$ cat config.mk
export PLATFORM = sky130hd
export DESIGN_NAME = ex_stage
export DESIGN_NICKNAME = d
export VERILOG_FILES = /design/src/rtl/ex_stage.sv
export SDC_FILE = /design/constraint.sdc
export NUM_CORES = 1
export LEC_CHECK = 0
export BUFFER_PORTS_ARGS = -buffer_cell sky130_fd_sc_hd__buf_2
export CORE_UTILIZATION = 45
export DETAILED_ROUTE_END_ITERATION = 8
export SYNTH_ARGS = -nofsm -noshare
export SYNTH_HDL_FRONTEND = slang
export SYNTH_SLANG_ARGS = --single-unit
$ cat constraint.sdc
create_clock -name i_clk -period 7.1 [get_ports i_clk]
set_input_delay 0 -clock i_clk [delete_from_list [all_inputs] [get_ports i_clk]]
set_output_delay 0 -clock i_clk [all_outputs]
set_load 0.005 [all_outputs]
$ cat src/rtl/ex_stage.sv
// MIPS execute stage: ID/EX register, logic/shift ALU with same-cycle forwarding outputs,
// and a 32-step restoring divider for DIV/DIVU that writes HI/LO and stalls the front end.
module ex_stage (
  input  logic        i_clk,
  input  logic        i_rst,
  input  logic        i_id_stall,
  input  logic        i_ex_stall,
  input  logic [7:0]  i_aluop,
  input  logic [2:0]  i_alusel,
  input  logic [31:0] i_reg1,
  input  logic [31:0] i_reg2,
  input  logic [4:0]  i_wd,
  input  logic        i_wreg,
  output logic [4:0]  o_wd,
  output logic        o_wreg,
  output logic [31:0] o_wdata,
  output logic        o_whilo,
  output logic [31:0] o_hi,
  output logic [31:0] o_lo,
  output logic        o_stallreq
);

  localparam logic [7:0] OP_AND  = 8'b00100100;
  localparam logic [7:0] OP_OR   = 8'b00100101;
  localparam logic [7:0] OP_XOR  = 8'b00100110;
  localparam logic [7:0] OP_NOR  = 8'b00100111;
  localparam logic [7:0] OP_SLL  = 8'b01111100;
  localparam logic [7:0] OP_SRL  = 8'b00000010;
  localparam logic [7:0] OP_SRA  = 8'b00000011;
  localparam logic [7:0] OP_DIV  = 8'b00011010;
  localparam logic [7:0] OP_DIVU = 8'b00011011;
  localparam logic [2:0] SEL_LOGIC = 3'b001;
  localparam logic [2:0] SEL_SHIFT = 3'b010;

  typedef enum logic [1:0] {DIV_FREE, DIV_BY_ZERO, DIV_ON, DIV_END} div_state_t;

  logic [7:0]  r_aluop;
  logic [2:0]  r_alusel;
  logic [31:0] r_reg1;
  logic [31:0] r_reg2;
  logic [4:0]  r_wd;
  logic        r_wreg;

  div_state_t  r_state;
  div_state_t  w_next_state;
  logic [5:0]  r_cnt;
  logic [64:0] r_work;

  logic        w_is_div;
  logic        w_signed;
  logic [31:0] w_op1_mag;
  logic [31:0] w_dvs;
  logic [64:0] w_sh;
  logic [32:0] w_trial;
  logic [64:0] w_step;
  logic [31:0] w_logic;
  logic [31:0] w_shift;

  assign w_is_div  = (r_aluop == OP_DIV) || (r_aluop == OP_DIVU);
  assign w_signed  = (r_aluop == OP_DIV);
  assign w_op1_mag = (w_signed && r_reg1[31]) ? (32'd0 - r_reg1) : r_reg1;
  assign w_dvs     = (w_signed && r_reg2[31]) ? (32'd0 - r_reg2) : r_reg2;

  // One restoring step: shift the partial remainder left, keep the trial difference if no borrow.
  assign w_sh    = {r_work[63:0], 1'b0};
  assign w_trial = w_sh[64:32] - {1'b0, w_dvs};
  assign w_step  = (w_sh[64:32] >= {1'b0, w_dvs}) ? {w_trial, w_sh[31:1], 1'b1} : w_sh;

  // ID/EX pipeline register: reset, hold, bubble, or load.
  always_ff @(posedge i_clk) begin
    if (i_rst) begin
      r_aluop  <= 8'd0;
      r_alusel <= 3'd0;
      r_reg1   <= 32'd0;
      r_reg2   <= 32'd0;
      r_wd     <= 5'd0;
      r_wreg   <= 1'b0;
    end else if (i_ex_stall || o_stallreq) begin
      r_aluop  <= r_aluop;
      r_alusel <= r_alusel;
      r_reg1   <= r_reg1;
      r_reg2   <= r_reg2;
      r_wd     <= r_wd;
      r_wreg   <= r_wreg;
    end else if (i_id_stall) begin
      r_aluop  <= 8'd0;
      r_alusel <= 3'd0;
      r_reg1   <= 32'd0;
      r_reg2   <= 32'd0;
      r_wd     <= 5'd0;
      r_wreg   <= 1'b0;
    end else begin
      r_aluop  <= i_aluop;
      r_alusel <= i_alusel;
      r_reg1   <= i_reg1;
      r_reg2   <= i_reg2;
      r_wd     <= i_wd;
      r_wreg   <= i_wreg;
    end
  end

  // Divider state, step counter and working register {remainder, quotient}.
  always_ff @(posedge i_clk) begin
    if (i_rst) begin
      r_state <= DIV_FREE;
      r_cnt   <= 6'd0;
      r_work  <= 65'd0;
    end else begin
      r_state <= w_next_state;
      case (r_state)
        DIV_FREE: begin
          if (w_is_div) begin
            r_cnt  <= 6'd0;
            r_work <= {33'd0, w_op1_mag};
          end else begin
            r_cnt  <= r_cnt;
            r_work <= r_work;
          end
        end
        DIV_ON: begin
          r_cnt  <= r_cnt + 6'd1;
          r_work <= w_step;
        end
        DIV_BY_ZERO: begin
          r_cnt  <= r_cnt;
          r_work <= 65'd0;
        end
        default: begin
          r_cnt  <= r_cnt;
          r_work <= r_work;
        end
      endcase
    end
  end

  // Divider next state; DivEnd lingers only while downstream is stalled.
  always_comb begin
    w_next_state = r_state;
    case (r_state)
      DIV_FREE: begin
        if (w_is_div) begin
          w_next_state = (w_dvs == 32'd0) ? DIV_BY_ZERO : DIV_ON;
        end else begin
          w_next_state = DIV_FREE;
        end
      end
      DIV_ON: begin
        if (r_cnt == 6'd31) begin
          w_next_state = DIV_END;
        end else begin
          w_next_state = DIV_ON;
        end
      end
      DIV_BY_ZERO: w_next_state = DIV_END;
      DIV_END: begin
        if (i_ex_stall) begin
          w_next_state = DIV_END;
        end else begin
          w_next_state = DIV_FREE;
        end
      end
      default: w_next_state = DIV_FREE;
    endcase
  end

  // Logic and shift units.
  always_comb begin
    w_logic = 32'd0;
    w_shift = 32'd0;
    case (r_aluop)
      OP_AND:  w_logic = r_reg1 & r_reg2;
      OP_OR:   w_logic = r_reg1 | r_reg2;
      OP_XOR:  w_logic = r_reg1 ^ r_reg2;
      OP_NOR:  w_logic = ~(r_reg1 | r_reg2);
      default: w_logic = 32'd0;
    endcase
    case (r_aluop)
      OP_SLL:  w_shift = r_reg2 << r_reg1[4:0];
      OP_SRL:  w_shift = r_reg2 >> r_reg1[4:0];
      OP_SRA:  w_shift = $unsigned($signed(r_reg2) >>> r_reg1[4:0]);
      default: w_shift = 32'd0;
    endcase
  end

  // Write-back, forwarding and HI/LO outputs.
  always_comb begin
    o_wdata    = 32'd0;
    o_hi       = 32'd0;
    o_lo       = 32'd0;
    o_whilo    = 1'b0;
    o_wd       = r_wd;
    o_wreg     = w_is_div ? 1'b0 : r_wreg;
    o_stallreq = w_is_div && (r_state != DIV_END);
    case (r_alusel)
      SEL_LOGIC: o_wdata = w_logic;
      SEL_SHIFT: o_wdata = w_shift;
      default:   o_wdata = 32'd0;
    endcase
    if (r_state == DIV_END) begin
      o_whilo = 1'b1;
      o_lo    = (w_signed && (r_reg1[31] ^ r_reg2[31])) ? (32'd0 - r_work[31:0]) : r_work[31:0];
      o_hi    = (w_signed && r_reg1[31]) ? (32'd0 - r_work[63:32]) : r_work[63:32];
    end else begin
      o_whilo = 1'b0;
    end
  end

endmodule

==> flow_metrics.tcl <==
set metrics [dict create \
    ys_seq_elements 153 \
    total_power_mw 2.51 \
    layout_worst_path_cycle_share 0.795 \
    hold-worst-slack_ns 0.0395 \
    root_buffer "clkbuf_16" \
    fp.coreArea_um2 35900 \
    ys_dominant_reg_cell "dfxtp_1" \
    hold_class "in -> reg" \
    drc 0 \
    synth_top_cells_by_count "258 x nand2_1, 244 x a21oi_1, 229 x nor2_1" \
    numCtsBuffers 17 \
    critPathMaxFanout 24 \
    place_inst 2848 \
    ir_drop_v 0.000177 \
    worstPathRequired_ns 7.41 \
    hold_violations 0 \
    clk_pin_slew_ns 0.07 \
    insertion_delay_ns 0.45 \
    grt_max_degree 82 \
    setup-tns-final_ns 0 \
    first_global_vias 16600 \
    synth_warnings 0 \
    finalMaxSlewViolations 0 \
    syn_avg_cell_area_um2 7.10 \
    syn-num-nets 2526 \
    setup_viol 0 \
    cp-end-kind "flop" \
    worstMarginPinSlew_ns 1.18 \
    clockBufferDepth 2 \
    port_buffers 188 \
    final_core_util 0.534 \
    layout.nets 2681 \
    synth_top_cell_by_area "dfxtp_1" \
    ff2ff_setup_slack_ns 1.45 \
    stdcell_count 2964 \
    leakagePower_nw 7.80 \
    place_area_um2 17700 \
    maxSlewHeadroom 0.212 \
    detail_route.iter0.violations 1886 \
    post-place-ws_ns 1.61 \
    std_cell_rows 69 \
    p_per_area_nw_per_um2 131 \
    skew_ns 0.0139 \
    grt_pass1_wl_um 101000 \
    grt-ovfl-total 0 \
    synthTopCellsByArea "dfxtp_1 18%, ha_1 7.9%, xnor2_1 7.8%" \
    async_reset_ff_frac 0 \
    netlist.area_leader.share 0.185 \
    post_drt_via_cell_ratio 6.11 \
    area_growth_pct 15.6 \
    cts_sinks 153 \
    antenna_found_initial 1 \
    critPathKind "reg -> reg" \
    cts_tree "yes" \
    wl_per_cell_um 22.5 \
    drive_above_1_share 0.121 \
    min_period_ns 5.65 \
    ys_seq_area_frac 0.185 \
    startpoint_type "flop" \
    grt.total_usage 0.347 \
    synthCells 2335 \
    fillers 3548 \
    maxCapViolCount 0 \
    syn-cell-area_um2 16600 \
    critPathArrivalTime_ns 5.96 \
    die_y_um 194 \
    final_antenna_net_count 0 \
    initial_core_util 0.462 \
    vias 18100 \
    synth.most_common_cell "nand2_1" \
    rsz0062_at_grt "false" \
    max_freq_ghz 0.177 \
    gp_congestion 0.997 \
    outcome "completed" \
    wl_um 66800 \
    pin_count 189 \
    cts_max_level 4 \
    dp_hpwl_um 50900 \
    drt_pass1_iterations 6 \
    die_area_um2 37600 \
    finalInstanceArea_um2 19200 \
    synth.distinct_cells 86 \
    antennaDiodeCount 0 \
    synth_edf_count 0 \
    fp.dieW_um 194 \
    worst_slack_ns 1.45 \
]
[report_power, final]
group / switching (mW) / total, mW / internal (mW)
Sequential: 0.0382 / 0.914 / 0.876
Clock: 0.416 / 0.944 / 0.528
Combinational: 0.400 / 0.656 / 0.256
Total: 0.855 / 2.51 / 1.66
[critical path, stage by stage (launching register included)]
cell and delay (ns):
dfxtp_1 0.91, nand2_1 0.84, nor2_1 0.40, xnor2_1 0.14, ha_1 0.37, o211ai_1 0.10, a21oi_1 0.19, o41a_1 0.25
a21oi_1 0.16, o21ai_0 0.30, o211ai_1 0.19, nand3_2 0.14, a41oi_4 0.15, o21ai_4 0.73, buf_4 0.33, mux2i_1 0.22
o21ai_1 0.07
[flip-flops by register name (all words and copies together) (netlist names)]
name and flops:
r_alusel 3, o_wd 5, r_work 64, r_aluop 8, r_wreg 1, r_state 2
r_cnt 6, r_reg1 32, r_reg2 32
[repair_timing]
action                     in CTS  in global routing
resized for setup               0                  0
setup endpoints to repair       0                  0
hold endpoints to repair       80                  0
setup buffers                   0                  0
hold buffers                   84                  0
[layer usage]
layer | vias to the layer above | share of wire | GRT usage
met5 | - | 0 | 0
met3 | 117 | 0.084 | 0.0590
li1 | 8620 | - | -
met4 | 0 | 0.038 | 0.135
met2 | 839 | 0.43 | 0.533
met1 | 8534 | 0.44 | 0.481
[kinds of logic after synthesis]
family,Yosys count,share of synthesized area
adder cells (fa/ha/maj),108,0.0817
buffers and inverters,263,0.0613
AND/OR/NAND/NOR,823,0.247
flip-flops,153,0.185
multiplexers,138,0.0878
AO/OA/AOI/OAI,676,0.246
XOR/XNOR,174,0.0919
[path summary, 6_finish.rpt]
check,from,end,depth (start not counted)
worst max-delay path,r_reg2[31],r_work[44],16
worst min-delay path,i_rst,r_reg1[7],2
worst max register to register,r_reg2[31],r_work[44],16
worst min register to register,o_wd[2],o_wd[2],2
[placed cells by master (no fill, tap or decap), drive strengths merged, types with 84 or more instances in the layout]
| cell type | instances |
|---|---|
| nor2 | 229 |
| dfxtp | 153 |
| dlygate4sd3 | 84 |
| xnor2 | 147 |
| buf | 227 |
| nand2 | 258 |
| mux2i | 126 |
| ha | 105 |
| a21oi | 244 |
| inv | 95 |
| o21ai | 202 |
[cell type report]
cell class,count,area (um2),share of cell area
Sequential cell,153,3070,0.160
Multi-Input combinational cell,1919,12500,0.653
Inverter,88,330,0.0172
Clock buffer,18,429,0.0224
Clock inverter,14,160,0.00835
Timing Repair Buffer,311,2080,0.108
Tap cell,461,577,0.0301
(Power assumes the default switching activity.)
